<file path="config.mk">
export PLATFORM = sky130hd
export DESIGN_NAME = apple_placer
export DESIGN_NICKNAME = d
export VERILOG_FILES = /design/src/rtl/apple_placer.sv
export SDC_FILE = /design/constraint.sdc
export NUM_CORES = 1
export LEC_CHECK = 0
export BUFFER_PORTS_ARGS = -buffer_cell sky130_fd_sc_hd__buf_2
export CORE_AREA = 2 2 203 205
export DETAILED_ROUTE_END_ITERATION = 8
export DIE_AREA = 0 0 205 207
export HOLD_SLACK_MARGIN = 0.06
export PLACE_DENSITY = 0.51
export SYNTH_ARGS = -nofsm -noshare
export SYNTH_HDL_FRONTEND = slang
export SYNTH_SLANG_ARGS = --single-unit
</file>
<file path="constraint.sdc">
create_clock -name clk -period 2.98 [get_ports clk]
set_clock_uncertainty 0.2 [all_clocks]
set_input_delay 0.447 -clock clk [delete_from_list [all_inputs] [get_ports clk]]
set_output_delay 0.447 -clock clk [all_outputs]
set_load 0.01 [all_outputs]
</file>
<file path="src/rtl/apple_placer.sv">
// Picks a pseudo-random free cell on a W x H LED playfield for a new apple.
// Starts at an LFSR-derived candidate and probes one cell per cycle, wrapping once around the field.
module apple_placer #(
  parameter int          W     = 16,
  parameter int          H     = 16,
  parameter logic [15:0] SEED  = 16'hACE1,
  parameter int          RST_X = 12,
  parameter int          RST_Y = 12
) (
  input  logic                   clk,
  input  logic                   reset,
  input  logic [H-1:0][W-1:0]    RedPixels,
  input  logic [H-1:0][W-1:0]    GrnPixels,
  input  logic                   req,
  output logic                   busy,
  output logic                   valid,
  output logic                   full,
  output logic [$clog2(H)-1:0]   x,
  output logic [$clog2(W)-1:0]   y
);

  localparam int unsigned NCELLS  = W * H;
  localparam int          IW      = $clog2(W * H);
  localparam int          XW      = $clog2(H);
  localparam int          YW      = $clog2(W);
  localparam logic [15:0] SEED_NZ = (SEED == 16'h0000) ? 16'h0001 : SEED;
  localparam logic [IW-1:0] LAST  = IW'(NCELLS - 1);

  typedef enum logic [1:0] {IDLE, SCAN, DONE, NOFREE} state_t;

  state_t          state;
  logic [15:0]     lfsr;
  logic [15:0]     lfsr_next;
  logic [XW-1:0]   row;
  logic [YW-1:0]   col;
  logic [IW-1:0]   count;
  int unsigned     cand;
  logic [XW-1:0]   cand_row;
  logic [YW-1:0]   cand_col;
  logic            cell_free;

  // Fibonacci form, taps 16,14,13,11 (bits 0,2,3,5 feeding the top bit).
  assign lfsr_next = {lfsr[0] ^ lfsr[2] ^ lfsr[3] ^ lfsr[5], lfsr[15:1]};

  assign cell_free = ~(RedPixels[row][col] | GrnPixels[row][col]);

  // The only division is by the constant W on the start candidate; during the
  // scan the row/column pair is stepped incrementally instead.
  // NOTE: every variable in always_comb is assigned before any conditional use, so no latch is inferred.
  always_comb begin
    cand = 32'(lfsr[IW-1:0]);
    if (cand >= NCELLS) cand = cand - NCELLS;
    cand_row = XW'(cand / W);
    cand_col = YW'(cand % W);
  end

  // NOTE: sequential state uses non-blocking assignments so every register samples pre-edge values.
  always_ff @(posedge clk) begin
    if (!reset) begin
      state <= IDLE;
      busy  <= 1'b0;
      valid <= 1'b0;
      full  <= 1'b0;
      x     <= XW'(RST_X);
      y     <= YW'(RST_Y);
      lfsr  <= SEED_NZ;
      row   <= '0;
      col   <= '0;
      count <= '0;
    end else begin
      lfsr  <= lfsr_next;
      valid <= 1'b0;
      full  <= 1'b0;
      unique case (state)
        IDLE: begin
          if (req) begin
            state <= SCAN;
            busy  <= 1'b1;
            row   <= cand_row;
            col   <= cand_col;
            count <= '0;
          end
        end
        SCAN: begin
          if (cell_free) begin
            x     <= row;
            y     <= col;
            state <= DONE;
            busy  <= 1'b0;
            valid <= 1'b1;
          end else if (count == LAST) begin
            state <= NOFREE;
            busy  <= 1'b0;
            full  <= 1'b1;
          end else begin
            count <= count + 1'b1;
            // Row-major step with wrap from the last cell back to [0][0].
            if (col == YW'(W - 1)) begin
              col <= '0;
              row <= (row == XW'(H - 1)) ? '0 : row + 1'b1;
            end else begin
              col <= col + 1'b1;
            end
          end
        end
        DONE:   state <= IDLE;
        NOFREE: state <= IDLE;
      endcase
    end
  end

endmodule

</file>
==> results of run 1 <==
==> cells in the mapped netlist (8+ instances only) <==
cell	instances
a211oi_1	24
a21oi_1	50
and2_1	9
buf_2	16
buf_6	17
clkbuf_1	22
dfxtp_1	45
mux2i_1	24
mux4_2	17
nand2_1	35
nand2b_1	14
nand3_1	13
nor2_1	123
nor3_1	80
nor4_1	13
o21ai_0	26
o22ai_1	17
o311ai_1	11
o31ai_1	16
o31ai_2	8
==> where the power goes <==
group,switching [uW],total (uW),internal (uW)
clock network,253,566,313
registers,112,810,698
logic,2720,5370,2650
total,3080,6740,3660
==> cell families after synthesis <==
| kind of cell | share of synthesized area (%) |
|---|---|
| AO/OA/AOI/OAI | 32.3 |
| XOR/XNOR | 0.471 |
| adder cells (fa/ha/maj) | 0.673 |
| buffers and inverters | 8.91 |
| flip-flops | 16.2 |
| multiplexers | 12.0 |
| AND/OR/NAND/NOR | 29.5 |
==> worst paths after layout <==
kind | from | endpoint | slack [ns]
max | row[0] | x[3] | -0.25
min | lfsr[12] | lfsr[11] | 0.20
max reg2reg | row[0] | x[3] | -0.25
min reg2reg | lfsr[12] | lfsr[11] | 0.20
==> final cells by class <==
type / count / area, um2 / share of cell area (%)
clock buffer: 5 / 125 / 1.10
inverter: 8 / 36.3 / 0.320
multi-input combinational: 627 / 5030 / 44.3
timing repair buffer: 703 / 4530 / 39.9
sequential: 45 / 915 / 8.06
tap: 532 / 666 / 5.86
antenna: 12 / 30.0 / 0.265
clock inverter: 3 / 21.3 / 0.187
==> worst max-delay path: cells and delay by family (launching register included) <==
family / cells / cell delay [ns]
multiplexers: 1 / 0.21
flip-flops: 1 / 0.41
AND/OR/NAND/NOR: 3 / 0.56
AO/OA/AOI/OAI: 5 / 1.07
buffers and inverters: 4 / 0.62
==> registers in the layout, indices dropped and copies added (netlist names) <==
signal,cells
count,8
y,4
valid,1
lfsr,16
row,4
busy,1
full,1
col,4
state,2
x,4
==> what timing repair did <==
action / CTS / global route
gates resized for setup: 125 / 70
buffers inserted: 29 / 10
endpoints found under the setup margin: 29 / 29
pin swaps: 31 / 26
gates cloned: 8 / 2
==> stage by stage <==
step	hold slack (ns)	setup TNS, ns	std cells
floorplan	0.186	0	743
global placement	0.191	-12.88	1868
detailed placement	0.193	-13.67	1868
CTS	0.200	-4.29	1912
global route	0.230	-7.60	1933
finish	0.198	-4.81	1935
==> per-layer routing <==
metal  up-vias  global-route usage [%]
met4         0                    7.37
met2       418                    36.2
met5         -                       0
li1       4201                       -
met1      4368                    25.7
met3        68                    3.13
==> results.py, run 1 <==
metrics = {
    "min_path": {
        "holdPathStages": 1,
        "hold_path.class": "flop to flop",
    },
    "cells_and_area": {
        "drive_gt1_share_pct": 63.6,
        "final_common_cell": "buf_2",
        "utilization_pct": 28.1,
        "syn2layout_area_growth_pct": 104,
        "layout_common_cells": "525 x buf_2, 126 x buf_4, 121 x nor2_1, 63 x nor3_1, 40 x dfxtp_1",
        "fin_area_mm2": 0.0114,
        "fillers": 4472,
        "num-nets-final": 1908,
    },
    "clock_tree": {
        "root_buffer": "clkbuf_16",
        "clkSlewWorstSetupHoldPaths_ns": 0.07,
        "cts_buffers": 5,
        "cts.sink_count": 45,
        "cts_max_path_buffers": 2,
        "cts_tree": "done",
        "cts_htree_levels": 2,
        "insertion_delay_ns": 0.29,
        "ctsHoldBuffers": 0,
    },
    "worst_setup_path": {
        "crit_required_ns": 2.94,
        "path_cells": "buf_12, buf_12, o311ai_4, a41oi_2, nor3_2, buf_4, o211ai_1, a211o_1, a22oi_4, buf_12, and2_4, mux2i_1, nand2_1",
        "crit_arrival_ns": 3.19,
        "cpMaxStageDelayCell": "dfxtp_4",
        "crit_path_max_incr_delay_ns": 0.41,
        "crit_fanout": 8,
        "crit_path_start_kind": "flop",
        "path_class": "flop to flop",
        "cp-end-kind": "flop",
        "cp_common_cell": "buf_12",
        "worst-r2r-cell-count": 13,
    },
    "routing": {
        "drt-pass1-iter-count": 5,
        "wl_met1_um": 19200,
        "viasPerCell": 4.68,
        "wl_per_cell_um": 24.2,
        "routed_wl_um": 46800,
        "drc": 0,
        "dr_wl_met3_um": 2940,
        "drt_iter0_drc": 576,
        "top_layer_used": "met4",
        "routed-via-count": 9055,
        "wl_met2_um": 23100,
        "ant_nets": 0,
    },
    "timing": {
        "worst_slack_ns": -0.247,
        "finalCritPeriodShare_pct": 108,
        "rsz0062_at_grt": "yes",
        "slew_viol_final": 0,
        "tightest_slew_ns": 0.800,
        "max_slew_margin_pct": 46.6,
        "setup_viol": 28,
        "post-route-min-period_ns": 3.23,
        "fmax_mhz": 310,
        "hold_viol_final": 0,
    },
    "die": {
        "dieArea_mm2": 0.0424,
        "num_io_pins": 526,
        "die_h_um": 207,
        "core_region_area_mm2": 0.0404,
        "start_util_pct": 13.8,
        "rows": 74,
        "die_w_um": 205,
    },
    "logic_synthesis": {
        "ys_seq_area_share_pct": 16.2,
        "synth-async-reset-ratio_pct": 0,
        "netlist_instances": 743,
        "synth.area.top_cells": "dfxtp_1 16%, nor2_1 8.3%, nor3_1 7.2%",
        "syn_nets": 1261,
        "ys_warn_count": 0,
        "synth_flop_cell": "dfxtp_1",
        "synth.distinct_cells": 84,
        "syn_area_mm2": 0.00558,
        "yosys.area.top_type": "dfxtp_1",
        "syn_avg_cell_area_um2": 7.51,
        "synth_edf_count": 0,
        "synth_top_area_share_pct": 16.2,
        "ys_seq_elements": 45,
    },
    "grt": {
        "grt_first_pass_wirelength_um": 63900,
        "antenna_found_initial": 16,
        "gr-total-overflow": 0,
        "globalRouteTotalUtil_pct": 20.8,
        "grt_pass1_vias": 9404,
        "grt_max_degree": 37,
    },
    "place": {
        "place_congestion": 0.949,
        "place_ws_ns": -0.608,
        "placedInstanceArea_mm2": 0.00954,
        "dp_hpwl_um": 37900,
        "port_buffers": 525,
    },
    "power": {
        "ir_drop_v": 0.000348,
        "power.density_mw_per_mm2": 594,
        "p_leak_uw": 0.00495,
        "power_uw": 6740,
    },
    "run_status": {
        "outcome": "finished, violations left",
        "violations": "negative setup slack",
    },
    "job": {
        "max_cap_violations": 0,
    },
}
(Power assumes the default switching activity.)
==> run 2: changes to the inputs <==
--- a/config.mk
+++ b/config.mk
@@ -7,6 +7,7 @@
 export LEC_CHECK = 0
 export BUFFER_PORTS_ARGS = -buffer_cell sky130_fd_sc_hd__buf_2
 export CORE_AREA = 2 2 203 205
+export CTS_BUF_LIST = sky130_fd_sc_hd__clkbuf_16
 export DETAILED_ROUTE_END_ITERATION = 8
 export DIE_AREA = 0 0 205 207
 export HOLD_SLACK_MARGIN = 0.06
==> constraint.sdc (replaced) <==
create_clock -name clk -period 2.98 [get_ports clk]
set_clock_uncertainty 0.2 [all_clocks]
set_input_delay 0.149 -clock clk [delete_from_list [all_inputs] [get_ports clk]]
set_output_delay 0.149 -clock clk [all_outputs]
set_load 0.01 [all_outputs]
==> results.py, run 2 (same netlist as run 1, synthesis figures left out) <==
metrics = {
    "grt": {
        "grt_max_degree": 37,
        "globalRouteTotalUtil_pct": 20.3,
        "grt_first_pass_wirelength_um": 62000,
        "grt_pass1_vias": 9031,
        "antenna_found_initial": 18,
        "gr-total-overflow": 0,
    },
    "power": {
        "switching_share_pct": 46.8,
        "ir_drop_v": 0.000326,
        "combPwrFrac_pct": 77.2,
        "p_seq_share_pct": 13.1,
        "power_frac_clock_pct": 9.6,
        "p_switching_uw": 2910,
        "p_leak_uw": 0.00473,
        "internal_power_uw": 3320,
        "power.density_mw_per_mm2": 576,
    },
    "worst_setup_path": {
        "path_class": "flop to flop",
        "crit_arrival_ns": 3.23,
        "crit_buf_inv": 2,
        "r2r_start": "row[0]",
        "cp_top_family": "compound AO/OA/AOI/OAI gates",
        "worst-r2r-cell-count": 11,
        "r2r-end": "y[3]",
        "crit_required_ns": 2.95,
        "r2r_slack_ns": -0.28,
        "crit_path_start_kind": "flop",
        "cpMaxStageDelayCell": "dfxtp_4",
        "worst-path-stages": 11,
        "crit_path_max_incr_delay_ns": 0.41,
        "path_cells": "buf_12, buf_16, o311ai_4, a41oi_2, nor4_2, a21oi_2, a211o_1, a22oi_4, and2_4, mux2i_1, nand2_1",
        "cp-end-kind": "flop",
        "crit_fanout": 8,
    },
    "run_status": {
        "outcome": "finished, violations left",
        "violations": "negative setup slack",
    },
    "clock_tree": {
        "ctsHoldBuffers": 0,
        "root_buffer": "clkbuf_16",
        "cts_buffers": 5,
        "clkSlewWorstSetupHoldPaths_ns": 0.07,
        "cts_max_path_buffers": 2,
        "insertion_delay_ns": 0.30,
        "cts_htree_levels": 2,
        "cts_tree": "done",
        "cts.sink_count": 45,
    },
    "cells_and_area": {
        "regMostFlops": "lfsr",
        "fillers": 4541,
        "final_common_cell": "buf_2",
        "drive_gt1_share_pct": 60.4,
        "largest_reg_flops": 16,
        "layout_common_cells": "525 x buf_2, 122 x nor2_1, 112 x buf_4, 68 x nor3_1, 44 x a21oi_1",
        "syn2layout_area_growth_pct": 93.9,
        "num-nets-final": 1883,
        "reg_top3": "lfsr (16), count (8)",
        "finalNonFillerCells": 1910,
        "fin_area_mm2": 0.0108,
    },
    "routing": {
        "ant_nets": 0,
        "routed-via-count": 8748,
        "drc": 0,
        "drt_iter0_drc": 491,
        "routed_wl_um": 45200,
        "wl_per_cell_um": 23.7,
        "drt-pass1-iter-count": 5,
        "viasPerCell": 4.58,
    },
    "min_path": {
        "hold_path.class": "input pin to flop",
        "min_to": "y[2]",
        "holdPathStages": 3,
        "min-delay-start": "reset",
    },
    "place": {
        "place_inst": 1860,
        "placedInstanceArea_mm2": 0.00946,
        "place_congestion": 0.947,
        "port_buffers": 525,
        "dp_hpwl_um": 38200,
    },
    "timing": {
        "post-route-min-period_ns": 3.26,
        "rsz0062_at_grt": "yes",
        "hold_viol_final": 0,
        "max_slew_margin_pct": 42.8,
        "slew_viol_final": 0,
        "tightest_slew_ns": 0.854,
        "worst_slack_ns": -0.283,
        "tns_ns": -6.03,
        "finalCritPeriodShare_pct": 110,
        "fmax_mhz": 306,
        "setup_viol": 29,
    },
    "die": {
        "start_util_pct": 13.8,
        "num_io_pins": 526,
        "rows": 74,
        "core_region_area_mm2": 0.0404,
        "die_h_um": 207,
        "die_w_um": 205,
        "dieArea_mm2": 0.0424,
    },
    "job": {
        "max_cap_violations": 0,
    },
}
==> run 2: area by class of cell <==
class	count	area (um2)	share of cell area (%)
Tap cell	532	666	6.16
Timing Repair Buffer	676	4140	38.3
Multi-Input combinational cell	629	4880	45.1
Inverter	8	30.0	0.278
Clock buffer	5	125	1.16
Clock inverter	3	28.8	0.266
Antenna cell	12	30.0	0.278
Sequential cell	45	913	8.45
==> run 2: how the worst max path moves through the flow <==
stage | startpoint | endpoint | slack (ns)
floorplan | row[0] | x[3] | 0.1
detailed placement | row[2] | count[7] | -0.60
global placement | row[2] | row[1] | -0.54
global route | row[0] | y[2] | -0.37
finish | row[0] | y[3] | -0.28
CTS | row[0] | row[1] | -0.22
==> run 2: power groups by stage <==
stage | Combinational (uW) | Clock, uW | Sequential, uW
after global placement | 3860 | 0 | 840
after detailed placement | 3860 | 0 | 851
after floorplan | 2130 | 0 | 772
after global routing | 5120 | 645 | 838
final | 4810 | 601 | 819
after CTS | 4810 | 613 | 824
==> run 2: tightest hold or removal path, cell delays in order <==
cell     delay, ns
buf_2         0.11
buf_4         0.24
nand2_1       0.09
==> run 2: what timing repair did <==
action | CTS | global route
gates resized for setup | 147 | 10
buffers inserted | 28 | 0
pin swaps | 31 | 15
cloned | 7 | 0
setup endpoints to repair | 29 | 29
==> run 2: stage by stage <==
stage	setup slack [ns]	util, %	power [uW]	hold slack, ns
final	-0.283	26.8	6230	0.139
after global routing	-0.372	26.8	6610	0.161
after CTS	-0.218	26.6	6240	0.134
after detailed placement	-0.602	23.4	4710	0.200
after global placement	-0.541	23.4	4700	0.192
after floorplan	0.0955	-	2900	0.186
==> run 2: per-layer routing <==
metal / track usage (%) / wire length [um] / up-vias
li1: - / - / 4149
met1: 24.7 / 18500 / 4145
met2: 36.1 / 22600 / 395
met3: 3.67 / 2990 / 55
met4: 5.93 / 1110 / 4
met5: 0 / 22 / -
